File: config.mk
export PLATFORM = sky130hd
export DESIGN_NAME = div_reservation_station
export DESIGN_NICKNAME = d
export VERILOG_FILES = /design/src/rtl/div_reservation_station.sv
export SDC_FILE = /design/constraint.sdc
export NUM_CORES = 2
export LEC_CHECK = 0
export ABC_AREA = 1
export BUFFER_PORTS_ARGS = -buffer_cell sky130_fd_sc_hd__clkbuf_2
export CORE_ASPECT_RATIO = 1.75
export CORE_MARGIN = 2
export CORE_UTILIZATION = 50
export CTS_BUF_LIST = sky130_fd_sc_hd__clkbuf_16
export CTS_CLUSTER_SIZE = 8
export DETAILED_ROUTE_END_ITERATION = 7
export PLACE_DENSITY = 0.69
export SLEW_MARGIN = 20
export SYNTH_ARGS = -nofsm -noshare
export SYNTH_HDL_FRONTEND = slang
export SYNTH_SLANG_ARGS = --single-unit
File: constraint.sdc
create_clock -name clk_i -period 9 [get_ports clk_i]
set_input_delay 1.35 -clock clk_i [delete_from_list [all_inputs] [get_ports clk_i]]
set_output_delay 1.35 -clock clk_i [all_outputs]
set_load 0.01 [all_outputs]
File: src/rtl/div_reservation_station.sv
// -----------------------------------------------------------------------------
// div_reservation_station
//   Reservation station for the divide unit. Dispatched divide ops wait here
//   until both operands are valid. Pending operands are captured from the CDB.
//   The oldest ready entry goes to the divider stage under a ready/stall
//   handshake.
//
//   Storage is an age-ordered collapsing queue. Entry 0 is the oldest entry,
//   and valid entries always occupy slots 0..count-1.
//
// Ports
//   clk_i, reset_n_i              clock; asynchronous active-low reset
//   flush_i                       synchronous squash of every entry
//   dispatch*_i                   dispatch request, operands, tags, commands
//   full_o, count_o               occupancy
//   cdbValid_i/cdbTag_i/cdbVal_i  common data bus broadcast
//   reservationStation*_o         selected entry payload (0 when not ready)
//   readyRS_o, stallRS_i          issue handshake toward the divider
// -----------------------------------------------------------------------------
module div_reservation_station #(
  parameter int ROBsize    = 32,
  parameter int ROBsizeLog = $clog2(ROBsize + 1),
  parameter int RSdepth    = 4
) (
  input  logic                         clk_i,
  input  logic                         reset_n_i,
  input  logic                         flush_i,
  input  logic                         dispatchValid_i,
  input  logic [63:0]                  dispatchVal1_i,
  input  logic [63:0]                  dispatchVal2_i,
  input  logic                         dispatchRdy1_i,
  input  logic                         dispatchRdy2_i,
  input  logic [ROBsizeLog-1:0]        dispatchSrc1Tag_i,
  input  logic [ROBsizeLog-1:0]        dispatchSrc2Tag_i,
  input  logic [9:0]                   dispatchCommands_i,
  input  logic [ROBsizeLog-1:0]        dispatchTag_i,
  output logic                         full_o,
  output logic [$clog2(RSdepth+1)-1:0] count_o,
  input  logic                         cdbValid_i,
  input  logic [ROBsizeLog-1:0]        cdbTag_i,
  input  logic [63:0]                  cdbVal_i,
  output logic [63:0]                  reservationStationVal1_o,
  output logic [63:0]                  reservationStationVal2_o,
  output logic [9:0]                   reservationStationCommands_o,
  output logic [ROBsizeLog-1:0]        reservationStationTag_o,
  output logic                         readyRS_o,
  input  logic                         stallRS_i
);

  localparam int CW = $clog2(RSdepth + 1);
  localparam int IW = $clog2(RSdepth);

  typedef struct packed {
    logic                  rdy1;
    logic                  rdy2;
    logic [63:0]           val1;
    logic [63:0]           val2;
    logic [ROBsizeLog-1:0] src1_tag;
    logic [ROBsizeLog-1:0] src2_tag;
    logic [9:0]            commands;
    logic [ROBsizeLog-1:0] tag;
  } entry_t;

  logic [RSdepth-1:0] r_valid;
  entry_t             r_entry [RSdepth];
  logic [CW-1:0]      r_count;

  logic               w_sel_found;
  logic [IW-1:0]      w_sel_idx;
  logic               w_issue;
  logic               w_accept;
  logic [CW-1:0]      w_free_idx;
  entry_t             w_disp_entry;
  logic [RSdepth-1:0] w_nxt_valid;
  entry_t             w_nxt_entry [RSdepth];
  logic [CW-1:0]      w_nxt_count;

  // The selected entry is the oldest ready entry. The loop scans from the
  // youngest slot down to slot 0, so the last match it records is the oldest.
  always_comb begin
    w_sel_found = 1'b0;
    w_sel_idx   = '0;
    for (int i = RSdepth - 1; i >= 0; i--) begin
      if (r_valid[i] && r_entry[i].rdy1 && r_entry[i].rdy2) begin
        w_sel_found = 1'b1;
        w_sel_idx   = IW'(i);
      end
    end
  end

  assign readyRS_o                    = w_sel_found;
  assign reservationStationVal1_o     = w_sel_found ? r_entry[w_sel_idx].val1     : '0;
  assign reservationStationVal2_o     = w_sel_found ? r_entry[w_sel_idx].val2     : '0;
  assign reservationStationCommands_o = w_sel_found ? r_entry[w_sel_idx].commands : '0;
  assign reservationStationTag_o      = w_sel_found ? r_entry[w_sel_idx].tag      : '0;

  assign full_o  = (r_count == CW'(RSdepth));
  assign count_o = r_count;

  assign w_issue    = w_sel_found & ~stallRS_i;
  // A dispatch is judged against this cycle's full_o, so a same-cycle issue
  // does not make room for it.
  assign w_accept   = dispatchValid_i & ~full_o & ~flush_i;
  assign w_free_idx = r_count - CW'(w_issue);

  // A new entry can catch a broadcast in the same cycle it is written, so
  // that wakeup is not lost.
  always_comb begin
    w_disp_entry          = '0;
    w_disp_entry.src1_tag = dispatchSrc1Tag_i;
    w_disp_entry.src2_tag = dispatchSrc2Tag_i;
    w_disp_entry.commands = dispatchCommands_i;
    w_disp_entry.tag      = dispatchTag_i;
    w_disp_entry.rdy1     = dispatchRdy1_i;
    w_disp_entry.val1     = dispatchVal1_i;
    w_disp_entry.rdy2     = dispatchRdy2_i;
    w_disp_entry.val2     = dispatchVal2_i;
    if (!dispatchRdy1_i && cdbValid_i && dispatchSrc1Tag_i == cdbTag_i) begin
      w_disp_entry.rdy1 = 1'b1;
      w_disp_entry.val1 = cdbVal_i;
    end
    if (!dispatchRdy2_i && cdbValid_i && dispatchSrc2Tag_i == cdbTag_i) begin
      w_disp_entry.rdy2 = 1'b1;
      w_disp_entry.val2 = cdbVal_i;
    end
  end

  // The next state is built in three steps: collapse, then wakeup, then
  // dispatch. Wakeup runs after the collapse, so a shifted entry is woken in
  // its new slot.
  always_comb begin
    w_nxt_valid = r_valid;
    w_nxt_entry = r_entry;

    if (w_issue) begin
      for (int i = 0; i < RSdepth - 1; i++) begin
        if (w_sel_idx <= IW'(i)) begin
          w_nxt_valid[i] = r_valid[i+1];
          w_nxt_entry[i] = r_entry[i+1];
        end
      end
      w_nxt_valid[RSdepth-1] = 1'b0;
    end

    if (cdbValid_i) begin
      for (int i = 0; i < RSdepth; i++) begin
        if (w_nxt_valid[i] && !w_nxt_entry[i].rdy1 && w_nxt_entry[i].src1_tag == cdbTag_i) begin
          w_nxt_entry[i].rdy1 = 1'b1;
          w_nxt_entry[i].val1 = cdbVal_i;
        end
        if (w_nxt_valid[i] && !w_nxt_entry[i].rdy2 && w_nxt_entry[i].src2_tag == cdbTag_i) begin
          w_nxt_entry[i].rdy2 = 1'b1;
          w_nxt_entry[i].val2 = cdbVal_i;
        end
      end
    end

    if (w_accept) begin
      for (int i = 0; i < RSdepth; i++) begin
        if (w_free_idx == CW'(i)) begin
          w_nxt_valid[i] = 1'b1;
          w_nxt_entry[i] = w_disp_entry;
        end
      end
    end

    if (flush_i) begin
      w_nxt_valid = '0;
    end

    if (flush_i) begin
      w_nxt_count = '0;
    end else begin
      w_nxt_count = r_count + CW'(w_accept) - CW'(w_issue);
    end
  end

  always_ff @(posedge clk_i or negedge reset_n_i) begin
    if (!reset_n_i) begin
      r_valid <= '0;
      r_count <= '0;
    end else begin
      // NOTE: state registers use non-blocking assignments, so every flop in
      // this block samples the pre-edge values.
      r_valid <= w_nxt_valid;
      r_count <= w_nxt_count;
    end
  end

  // NOTE: the payload array has no reset. The valid bits gate every use of
  // the payload, and resetting this wide array would only add reset routing.
  always_ff @(posedge clk_i) begin
    r_entry <= w_nxt_entry;
  end

endmodule
==> metrics.cfg <==
[status]
status=finished with violations
violations=DRC

[cts]
cts_buffer_depth=3
cts.reportedPaths.clkPinSlew_ns=0.05
cts_tree=built
clock_latency_ns=0.66
hold_buffers=0
cts.repair.resized=0
cts_root_buf=clkbuf_16
htreeDepth=3
cts_sinks=639
numCtsBuffers=89
post_cts_buffers=0

[worst_hold_path]
min_from=r_entry[15]
hold_path_depth=2
hp-class=reg2reg
min_to=r_entry[173]

[route]
drt_first_pass_iters=8
wirelength_mm=167
avgRoutedWirePerCell_um=22.0
drt-initial-drc-count=5374
drc=5
via_count=46174
final_antenna_net_count=0
viasPerCell=6.06

[timing]
period_needed_ns=6.30
slew_headroom_pct=15.5
rsz0062_at_grt=no
tightest_slew_ns=1.27
period_share_pct=70.1
report.final.setup_viol=0
hold_viol=0
slew_violations=0
whs_ns=0.505
skew_ns=0.0264
max_clock_freq_mhz=159
fin_setup_tns_ns=0

[setup_path]
r2r_slack_ns=2.70
startpoint_type=register
path_max_fanout=118
rr_endpoint=r_entry[382]
arrival_ns=6.89
worstSetupEndpointType=register
ff2ff_path_depth=17
r2r-start=r_valid[3]
crit_required_ns=9.58
critPathKind=reg2reg

[final_layout]
register_area_um2=13100
layout-drive-gt1-share_pct=8.85
area_growth_pct=10.2
utilization_pct=55.4
n_fill_cell=8193
multi_input_area_um2=22100
final_nets=6802

[logic_synthesis]
synth_edf_count=28
synth_cell_types=40
synthesis.area_um2=39900
ys_async_sr_fraction_pct=1.10
synth.avg_cell_area_um2=6.08
synth.net_count=6810
ys_seq_area_share_pct=32.8
yosys_most_used_dff=dfxtp_1
ys_warn_count=0
ys_ff_latch=639
syn_inst=6571

[power]
max-vdd-ir-drop_mv=0.289
p_leak_nw=22.6
p_per_area_nw_per_um2=340

[floorplanning]
start_util_pct=50.3
die_x_um=218
num_rows=137
io_pins=383
core_area_um2=79400
die-height_um=378
fp.dieArea_um2=82200

[place]
gp_congestion=0.887
numPortBuffers=382
dp_hpwl_mm=94.8

[global_route]
antenna_found_initial=9
first_global_vias=42453
overflow=0
grt_max_degree=215
track_usage_pct=39.1
grt_pass1_wl_mm=249

[flow_run]
drv_cap=0

metrics by stage:
step,setup WS [ns],std cells,cell area (µm²),power [W]
after CTS,3.04,7620,44000,0.0148
final,2.70,7622,44000,0.0150
after global placement,3.09,7513,41600,0.0115
after global routing,2.57,7622,44000,0.0160
after detailed placement,3.02,7513,41600,0.0117
after floorplan,5.07,6571,39900,0.00978
worst max-delay path by stage:
stage,startpoint,endpoint,slack [ns],cells past startpoint
global placement,stallRS_i,r_entry[380],3.09,16
detailed placement,stallRS_i,r_entry[349],3.02,14
CTS,r_entry[156],reservationStationVal2_o[2],3.04,10
global route,r_valid[3],r_entry[382],2.57,17
finish,r_valid[3],r_entry[382],2.70,17
floorplan,stallRS_i,r_entry[0],5.07,8
logic make-up after synthesis:
group	Yosys count	synth area share, %
adder cells (fa/ha/maj)	5	0.175
XOR/XNOR	13	0.285
multiplexers	48	1.20
AO/OA/AOI/OAI	1637	22.0
flip-flops	639	32.8
buffers and inverters	1243	12.4
AND/OR/NAND/NOR	2986	31.1
per-layer routing:
layer | vias up | track usage (%) | share of wire, %
met1 | 21099 | 46.4 | 37
met5 | - | 0 | 0.048
met4 | 12 | 26.8 | 7.2
li1 | 21380 | - | -
met2 | 2956 | 63.7 | 46
met3 | 727 | 7.26 | 11
worst max-delay path, cell delays in order (launching register included):
cell	delay, ns
dfrtp_1	0.40
nand3_1	0.13
nand2_4	0.11
nor2_8	0.74
nor2_8	0.26
nand2_8	0.64
buf_4	0.83
nand2_1	0.18
o21ai_1	0.16
nand2_1	0.07
nand2_1	0.09
nand2_1	0.09
nor2_4	0.08
buf_4	0.81
nand2_4	0.90
nand2_1	0.27
nand3_1	0.09
nand2_1	0.10
flip-flops by register name (all words and copies together) (netlist names):
register	cells
count_o	3
r_valid	4
r_entry	632
where the power goes:
| group | leakage, nW | switching (W) | internal, W | total, W |
|---|---|---|---|---|
| Clock | 1.22 | 0.00131 | 0.00180 | 0.00311 |
| Combinational | 16.0 | 0.00466 | 0.00236 | 0.00702 |
| Sequential | 5.42 | 0.000620 | 0.00423 | 0.00485 |
area by class of cell:
type	instances	area share (%)
Antenna cell	1	0.00569
Clock buffer	93	5.29
Clock inverter	14	0.142
Inverter	706	6.08
Multi-Input combinational cell	4689	50.3
Sequential cell	639	29.8
Tap cell	1042	2.96
Timing Repair Buffer	438	5.44
synth_stat cells, types with 4 or more instances:
| cell type | number | area share, % |
|---|---|---|
| xnor2_1 | 5 | 0.11 |
| nand2_1 | 1985 | 19 |
| o21ai_1 | 16 | 0.20 |
| mux2i_1 | 48 | 1.2 |
| buf_2 | 152 | 1.9 |
| nand3_2 | 4 | 0.10 |
| nand4_1 | 15 | 0.23 |
| buf_4 | 13 | 0.24 |
| nand3_1 | 838 | 11 |
| dfrtp_1 | 7 | 0.44 |
| buf_6 | 6 | 0.17 |
| nor2_1 | 123 | 1.2 |
| nor3_1 | 4 | 0.050 |
| dfxtp_1 | 604 | 30 |
| inv_2 | 6 | 0.056 |
| inv_1 | 696 | 6.5 |
| a22oi_1 | 6 | 0.11 |
| o211ai_1 | 152 | 2.9 |
| edfxtp_1 | 28 | 2.1 |
| xor2_1 | 8 | 0.18 |
| o21ai_0 | 917 | 11 |
| a21oi_1 | 468 | 5.9 |
| buf_1 | 42 | 0.39 |
| o21bai_1 | 65 | 1.2 |
| nor4_1 | 4 | 0.063 |
| clkinv_1 | 4 | 0.038 |
| ha_1 | 4 | 0.13 |
| clkbuf_1 | 324 | 3.0 |
cells in the final DEF, fill, tap and decap left out, drive strengths merged, types with 4 or more instances in the layout:
cell type and instances:
nand2 1991, o21bai 65, dfrtp 7, dfxtp 604
ha 4, nor3 4, clkbuf 475, o21ai 933
mux2i 48, o211ai 152, xor2 8, clkinv 4
inv 716, a21oi 468, a22oi 6, nand3 842
nor4 4, edfxtp 28, nand4 15, buf 56
xnor2 5, nor2 126
Power figures use the tool's default switching activity.
